[src/rtl/alu_pkg.sv]
// Shared ALU definitions: op codes, flag bit positions and sequencer states.
package alu_pkg;

  typedef enum logic [3:0] {
    OP_ADD   = 4'h0,
    OP_SUB   = 4'h1,
    OP_AND   = 4'h2,
    OP_OR    = 4'h3,
    OP_XOR   = 4'h4,
    OP_NOT   = 4'h5,
    OP_SHL   = 4'h6,
    OP_SHR   = 4'h7,
    OP_INC   = 4'h8,
    OP_DEC   = 4'h9,
    OP_PASSA = 4'hA,
    OP_PASSB = 4'hB,
    OP_MUL   = 4'hC
  } alu_op_e;

  localparam int FLAG_Z = 3;
  localparam int FLAG_N = 2;
  localparam int FLAG_C = 1;
  localparam int FLAG_V = 0;

  typedef enum logic {
    IDLE    = 1'b0,
    MUL_RUN = 1'b1
  } alu_state_e;

endpackage

[src/rtl/alu_mul_iter.sv]
// Iterative shift-add multiplier, one partial product per cycle for WIDTH cycles.
// done_o is combinational on the last step; product_o carries that step's sum.
module alu_mul_iter #(
  parameter int WIDTH = 8
) (
  input  logic               clk_i,
  input  logic               rst_i,
  input  logic               start_i,
  input  logic [WIDTH-1:0]   a_i,
  input  logic [WIDTH-1:0]   b_i,
  output logic               busy_o,
  output logic               done_o,
  output logic [2*WIDTH-1:0] product_o
);

  localparam int CW = (WIDTH > 1) ? $clog2(WIDTH) : 1;

  logic [2*WIDTH-1:0] mcand;
  logic [2*WIDTH-1:0] acc;
  logic [2*WIDTH-1:0] acc_nxt;
  logic [WIDTH-1:0]   mplier;
  logic [CW-1:0]      cnt;

  always_comb begin
    acc_nxt   = acc + (mplier[0] ? mcand : '0);
    done_o    = busy_o && (cnt == CW'(WIDTH - 1));
    product_o = acc_nxt;
  end

  always_ff @(posedge clk_i) begin
    if (rst_i) begin
      busy_o <= 1'b0;
      cnt    <= '0;
      acc    <= '0;
      mcand  <= '0;
      mplier <= '0;
    end else if (start_i) begin
      busy_o <= 1'b1;
      cnt    <= '0;
      acc    <= '0;
      mcand  <= {{WIDTH{1'b0}}, a_i};
      mplier <= b_i;
    end else if (busy_o) begin
      acc    <= acc_nxt;
      mcand  <= mcand << 1;
      mplier <= mplier >> 1;
      cnt    <= cnt + CW'(1);
      if (done_o) busy_o <= 1'b0;
    end
  end

endmodule

[src/rtl/alu_seq.sv]
// Registered ALU with Z/N/C/V flags; single-cycle ops have latency 1, MUL (ALU_SEQ_MUL_EN) takes WIDTH cycles.
// No output backpressure; while a MUL runs ready_o is low and requests are dropped.
module alu_seq
  import alu_pkg::*;
#(
  parameter int WIDTH = 8
) (
  input  logic             clk_i,
  input  logic             rst_i,
  input  logic [WIDTH-1:0] a_i,
  input  logic [WIDTH-1:0] b_i,
  input  logic [3:0]       op_i,
  input  logic             valid_i,
  output logic             ready_o,
  output logic [WIDTH-1:0] result_o,
  output logic             valid_o,
  output logic [3:0]       flags_o
);

  alu_op_e          op;
  logic             accept;
  logic [WIDTH-1:0] b_eff;
  logic [WIDTH:0]   sum;
  logic [WIDTH:0]   diff;
  logic [WIDTH-1:0] res;
  logic             c_flag;
  logic             v_flag;
  logic             upd_flags;
  logic             is_mul;
  logic [3:0]       flags_nxt;

  assign op     = alu_op_e'(op_i);
  assign accept = valid_i && ready_o;

  // INC/DEC reuse the shared adder/subtractor with an implicit operand of one
  assign b_eff = (op == OP_INC || op == OP_DEC) ? WIDTH'(1) : b_i;
  assign sum   = {1'b0, a_i} + {1'b0, b_eff};
  assign diff  = {1'b0, a_i} - {1'b0, b_eff};

  always_comb begin
    res       = '0;
    c_flag    = 1'b0;
    v_flag    = 1'b0;
    upd_flags = 1'b1;
    is_mul    = 1'b0;
    case (op)
      OP_ADD, OP_INC: begin
        res    = sum[WIDTH-1:0];
        c_flag = sum[WIDTH];
        v_flag = (a_i[WIDTH-1] == b_eff[WIDTH-1]) && (res[WIDTH-1] != a_i[WIDTH-1]);
      end
      OP_SUB, OP_DEC: begin
        res    = diff[WIDTH-1:0];
        c_flag = diff[WIDTH];
        v_flag = (a_i[WIDTH-1] != b_eff[WIDTH-1]) && (res[WIDTH-1] != a_i[WIDTH-1]);
      end
      OP_AND:   res = a_i & b_i;
      OP_OR:    res = a_i | b_i;
      OP_XOR:   res = a_i ^ b_i;
      OP_NOT:   res = ~a_i;
      OP_SHL: begin
        res    = a_i << 1;
        c_flag = a_i[WIDTH-1];
      end
      OP_SHR: begin
        res    = a_i >> 1;
        c_flag = a_i[0];
      end
      OP_PASSA: res = a_i;
      OP_PASSB: res = b_i;
`ifdef ALU_SEQ_MUL_EN
      OP_MUL: begin
        is_mul    = 1'b1;
        upd_flags = 1'b0;
      end
`endif
      default:  upd_flags = 1'b0;
    endcase
  end

  always_comb begin
    flags_nxt         = '0;
    flags_nxt[FLAG_Z] = (res == '0);
    flags_nxt[FLAG_N] = res[WIDTH-1];
    flags_nxt[FLAG_C] = c_flag;
    flags_nxt[FLAG_V] = v_flag;
  end

`ifdef ALU_SEQ_MUL_EN
  alu_state_e         state;
  alu_state_e         state_nxt;
  logic               mul_busy;
  logic               mul_done;
  logic [2*WIDTH-1:0] mul_prod;
  logic [WIDTH-1:0]   mul_res;
  logic [3:0]         mul_flags;

  alu_mul_iter #(.WIDTH(WIDTH)) u_mul (
    .clk_i     (clk_i),
    .rst_i     (rst_i),
    .start_i   (accept && is_mul),
    .a_i       (a_i),
    .b_i       (b_i),
    .busy_o    (mul_busy),
    .done_o    (mul_done),
    .product_o (mul_prod)
  );

  always_ff @(posedge clk_i) begin
    if (rst_i) state <= IDLE;
    else       state <= state_nxt;
  end

  always_comb begin
    state_nxt = state;
    ready_o   = 1'b0;
    case (state)
      IDLE: begin
        ready_o = 1'b1;
        if (accept && is_mul) state_nxt = MUL_RUN;
      end
      MUL_RUN: begin
        if (mul_done || !mul_busy) state_nxt = IDLE;
      end
      default: state_nxt = IDLE;
    endcase
  end

  // Carry reports any overflow of the product into the discarded high half
  always_comb begin
    mul_res           = mul_prod[WIDTH-1:0];
    mul_flags         = '0;
    mul_flags[FLAG_Z] = (mul_res == '0);
    mul_flags[FLAG_N] = mul_res[WIDTH-1];
    mul_flags[FLAG_C] = |mul_prod[2*WIDTH-1:WIDTH];
    mul_flags[FLAG_V] = 1'b0;
  end

  always_ff @(posedge clk_i) begin
    if (rst_i) begin
      result_o <= '0;
      flags_o  <= '0;
      valid_o  <= 1'b0;
    end else begin
      valid_o <= 1'b0;
      if (state == MUL_RUN && mul_done) begin
        result_o <= mul_res;
        flags_o  <= mul_flags;
        valid_o  <= 1'b1;
      end else if (accept && !is_mul) begin
        result_o <= res;
        if (upd_flags) flags_o <= flags_nxt;
        valid_o  <= 1'b1;
      end
    end
  end
`else
  assign ready_o = 1'b1;

  always_ff @(posedge clk_i) begin
    if (rst_i) begin
      result_o <= '0;
      flags_o  <= '0;
      valid_o  <= 1'b0;
    end else begin
      valid_o <= 1'b0;
      if (accept && !is_mul) begin
        result_o <= res;
        if (upd_flags) flags_o <= flags_nxt;
        valid_o  <= 1'b1;
      end
    end
  end
`endif

endmodule

[config.mk]
export PLATFORM = sky130hd
export DESIGN_NAME = alu_seq
export DESIGN_NICKNAME = d
export VERILOG_FILES = /design/src/rtl/alu_pkg.sv /design/src/rtl/alu_mul_iter.sv /design/src/rtl/alu_seq.sv
export SDC_FILE = /design/constraint.sdc
export NUM_CORES = 1
export LEC_CHECK = 0
export BUFFER_PORTS_ARGS = -buffer_cell sky130_fd_sc_hd__buf_4
export CORE_MARGIN = 4
export CORE_UTILIZATION = 28
export CTS_CLUSTER_SIZE = 14
export DETAILED_ROUTE_END_ITERATION = 12
export GPL_ROUTABILITY_DRIVEN = 0
export GPL_TIMING_DRIVEN = 0
export PLACE_DENSITY = 0.49
export SYNTH_ARGS = -nofsm -noshare
export SYNTH_HDL_FRONTEND = slang
export SYNTH_HIERARCHICAL = 1
export SYNTH_SLANG_ARGS = --single-unit
[constraint.sdc]
create_clock -name clk_i -period 3.18 [get_ports clk_i]
set_input_delay 0.795 -clock clk_i [delete_from_list [all_inputs] [get_ports clk_i]]
set_output_delay 0.795 -clock clk_i [all_outputs]
set_load 0.05 [all_outputs]
# --- Word-level counts from Yosys, hierarchy flattened ---
# Index checks and enable logic that the tools add are counted.
op_classes:
  add_sub_neg: 2
  mux: 6
  bitwise: 4
  n_eq_ne: 15
  reduce_logical: 9
op_table:
  columns: ["operator", "n"]
  rows:
  - ["case mux 8 bit (10 select lines)", 1]
  - ["equality test 4 x 3 -> 1 bit (second input constant)", 4]
  - ["equality test 4 bit (second input constant)", 4]
  - ["OR reduction 12 bit", 1]
  - ["adder 8 x 8 -> 9 bit", 1]
  - ["subtractor 8 x 8 -> 9 bit", 1]
  - ["AND 8 bit", 1]
  - ["equality test 4 x 2 -> 1 bit (second input constant)", 2]
  - ["logical NOT 8 bit", 1]
  - ["2-to-1 mux 8 bit", 1]
  - ["inverter 8 bit", 1]
  - ["bitwise OR 8 bit", 1]
  - ["XOR 8 bit", 1]
  - ["equality test 4 x 1 -> 1 bit (second input constant)", 1]
  - ["logical NOT 4 bit", 1]
  - ["case mux 1 bit (4 select lines)", 1]
  - ["OR reduction 2 bit", 2]
  - ["!= test 1 bit", 3]
  - ["logical AND 1 bit", 2]
  - ["2-to-1 mux 1 bit", 2]
  - ["case mux 1 bit (2 select lines)", 1]
  - ["AND reduction 2 bit", 1]
  - ["equality test 1 bit", 1]
  - ["logical OR 1 bit", 1]
totals:
  word_cells: 39
  out_inout_bits: 14
  inputBits: 23
  register_bits: 13

# --- Logic depth before layout (Yosys ltp) ---
depth:
  word_depth: 7
  depth_mapped: 14

# --- Least setup slack after synthesis ---
# OpenSTA, ideal clock, no wires.
synth_timing:
  path_type: "input to register"
  startpoint: "input op_i[2]"
  endpoint: "register flags_o[3]"
  required_time_ns: 3.096
  cell_stages: 13
  path_slack_ns: -0.074
  arrival_time_ns: 3.170
  n_path_buf: 1
  cell_sequence: "buf_2 nor2_1 nand2_1 nand2_1 inv_1 fa_1 xnor2_1 a32o_1 a31oi_1 nand4_1 nor4_1 nand4_1 o31ai_2"
synth_between:
  elab_chain_cells: 6
  word_cells_on_any_way: 23
  cone_classes: "add/sub: 2; eq/ne: 11; mux: 3; reduce/logical: 7"
synth_rtl:
  columns: ["element", "line", "rtl"]
  rows:
  - ["start, declared", "alu_seq.sv:12", "input logic [3:0] op_i,"]
  - ["equality test 4 bit", "alu_seq.sv:36, alu_seq.sv:46", null]
  - ["logical OR 1 bit", "alu_seq.sv:36", "assign b_eff = (op == OP_INC || op == OP_DEC) ? WIDTH'(1) : b_i;"]
  - ["2-to-1 mux 8 bit", "alu_seq.sv:36", null]
  - ["subtractor 8 x 8 -> 9 bit / adder 8 x 8 -> 9 bit (equally long branches)", "alu_seq.sv:38, alu_seq.sv:37", null]
  - ["case mux 8 bit (10 select lines)", "alu_seq.sv:46", "case (op)"]
  - ["logical NOT 8 bit", "alu_seq.sv:83", "flags_nxt[FLAG_Z] = (res == '0);"]
  - ["end signal, assigned", "alu_seq.sv:169", "if (upd_flags) flags_o <= flags_nxt;"]
  - ["end, declared", "alu_seq.sv:17", "output logic [3:0] flags_o"]
# Several ways; a longest one is shown, not always the timed one.
# A chain may end at the register's enable or synchronous reset.

# --- Worst setup path in the final report ---
layout_timing:
  startpoint: "input op_i[1]"
  endpoint: "register flags_o[3]"
# Same word-level chain as after synthesis.

==> results.toml <==
[critical_path]
worstPathMaxFanout = 7
path_class = "in -> reg"
crit_buf_inv = 2
cp-end-kind = "flip-flop"
critPathMaxStageDelay_ns = 0.41
cp-start-kind = "input pin"
crit_path_cell_trace = "buf_4 -> nor2_4 -> nand2_8 -> nand2_2 -> ha_2 -> inv_1 -> fa_1 -> nor3_2 -> or3_4 -> a2111oi_4 -> nor3_2 -> xnor2_2 -> o21ai_1 -> o31ai_2"
path_common_cell = "nor3_2"
crit_arrival_ns = 3.13
crit_required_ns = 3.34
cp_slowest_cell = "fa_1"
critPathTopFamily = "simple AND/OR/NAND/NOR gates"

[placed_design]
dp_slack_ns = -0.765
port_buffers = 35
hpwl_um = 5890

[timing]
worstMarginPinSlew_ns = 0.673
fin_crit_sh_pct = 93.5
final-hold-violation-count = 0
setup_viol = 0
finClkSkew_ns = 0
hold_slack_ns = 0.453
post-route-min-period_ns = 2.97
worst_slack_ns = 0.206
slew_viol_final = 0
fmax_mhz = 336
slew_headroom_pct = 55.0

[die]
fp.dieW_um = 97.4
core-area_um2 = 7770
start_util_pct = 28.8
io_pins = 37
num_rows = 32
dieArea_um2 = 9490
die_y_um = 97.4

[global_route]
grt_usage_pct = 15.3
overflow = 0
grt_pass1_wl_um = 12000
antenna_found_initial = 0
grt_max_degree = 20
grt_pass1_vias = 2342

[cts]
ctsHtreeMaxLevel = 1
numCtsBuffers = 3
cts_tree = "yes"
cts_buffer_depth = 2
cts_num_sinks = 13
hold_buffers = 0
clk_pin_slew_ns = 0.05
clock_latency_ns = 0.24
ctsRootBufferMaster = "clkbuf_8"

[power_and_ir_drop]
power.internal_w = 0.000430
power.share.clock_pct = 19.5
switching_power_w = 0.000318
pwr-share-comb_pct = 56.6
p_per_area_nw_per_um2 = 269
design_power_total_w = 0.000747
vdd_drop_max_uv = 90.4
switching_share_pct = 42.5
total_leakage_power_nw = 1.26
seq_power_share_pct = 23.9

[synthesis]
synth_edf_count = 0
avgSynthCellArea_um2 = 7.39
syn_nets = 363
ys_ff_latch = 13
synthFlopType = "dfxtp_1"
syn-cell-area_um2 = 2240
yosysSeqAreaShare_pct = 11.6
async_reset_ff_share_pct = 0
synth.distinct_cells = 62
ys_warn_count = 6
syn_inst = 303

[routing]
routedWlPerCell_um = 16.3
vias_per_cell = 5.22
drt_iter0_markers = 193
drc_errors = 0
drt-total-wl_um = 7270
ant_nets = 0
vias = 2325
dr.pass1.iters = 4

[cells_and_area]
syn2layout_area_growth_pct = 24.1
layout_common_cells = "buf_4 (39), ha_1 (34), nand2_1 (31)"
utilization_pct = 35.8
layout-drive-gt1-share_pct = 21.0
nets = 404
fillers = 865
n_antenna_cell = 0
mostFrequentLayoutCell = "buf_4"

[hold_path]
hp-class = "reg -> reg"

[job]
cap_viol_max_count = 0

[status]
run_status = "finished, final reports clean"
kinds of logic after synthesis:
group | share of synthesized area (%)
XOR/XNOR | 3.86
adder cells (fa/ha/maj) | 21.3
AO/OA/AOI/OAI | 25.3
multiplexers | 2.68
AND/OR/NAND/NOR | 26.8
flip-flops | 11.6
other | 0.167
buffers and inverters | 8.21
layout make-up:
cell class | count | area, um^2 | area share (%)
buffer | 11 | 58.8 | 2.12
clock buffer | 4 | 45.0 | 1.62
inverter | 28 | 105 | 3.78
multi-input combinational | 248 | 1890 | 67.9
sequential | 13 | 260 | 9.37
tap | 102 | 128 | 4.59
timing repair buffer | 39 | 297 | 10.7
power groups by stage:
stage | combinational [W] | sequential (W) | clock (W)
after floorplan | 0.000237 | 0.000218 | 0
after global placement | 0.000402 | 0.000182 | 0
after detailed placement | 0.000402 | 0.000183 | 0
after CTS | 0.000420 | 0.000179 | 0.000148
after global routing | 0.000468 | 0.000180 | 0.000156
final | 0.000423 | 0.000179 | 0.000145
routing by layer:
layer	global-route usage, %	part of all wire [%]	vias to the layer above
li1	-	-	1167
met1	21.8	48	1085
met2	25.1	46	68
met3	1.72	5.5	5
met4	2.77	0.36	0
met5	0	0	-
worst paths after layout:
path | from | to | slack (ns) | cells after the start
max reg2reg | flags_o[1]$_SDFFE_PP0P_ | flags_o[1]$_SDFFE_PP0P_ | 2.50 | 3
min reg2reg | result_o[3]$_SDFFE_PP0P_ | result_o[3]$_SDFFE_PP0P_ | 0.45 | 2
min | result_o[3]$_SDFFE_PP0P_ | result_o[3]$_SDFFE_PP0P_ | 0.45 | 2
max | op_i[1] | flags_o[3]$_SDFFE_PP0P_ | 0.21 | 14
cell usage after synthesis, types with 4 or more instances:
library cell | number | share of area, %
o21ai_0 | 14 | 3.1
dfxtp_1 | 13 | 12
nand2b_1 | 7 | 2.0
ha_1 | 35 | 20
nand3_1 | 8 | 1.8
nor3_1 | 9 | 2.0
inv_1 | 28 | 4.7
a22o_1 | 6 | 2.3
a21oi_1 | 15 | 3.4
buf_2 | 6 | 1.3
nand2_1 | 34 | 5.7
a22oi_1 | 4 | 1.3
o22ai_1 | 5 | 1.4
a31oi_1 | 4 | 1.1
xnor2_1 | 6 | 2.3
mux2i_1 | 6 | 2.7
nor2_1 | 22 | 3.7
nor3b_1 | 4 | 1.3
nor2b_1 | 9 | 2.5
worst reg2reg max path, cell delays in order (launching register included):
cell     delay (ns)
dfxtp_1        0.31
nor2_1         0.10
nor2_1         0.05
o41a_1         0.10
state kept, by name (all words and copies together), names as in the netlist:
register,cells
flags_o,4
valid_o,1
result_o,8
repair_timing:
| item | 4_1_cts | 5_1_grt |
|---|---|---|
| pin swaps | 5 | 7 |
| gates resized for setup | 14 | 5 |
| endpoints found under the setup margin | 8 | 7 |
| buffers inserted | 2 | 2 |
metrics by stage:
stage          cell area, um^2  std cells  TNS (ns)
2_1_floorplan             2240        303         0
3_3_place_gp              2640        440     -4.32
3_5_place_dp              2640        440     -4.53
4_1_cts                   2750        445         0
5_1_grt                   2780        445  -0.00193
6_report                  2780        445         0
No activity file was read; power rests on OpenSTA's default activity.
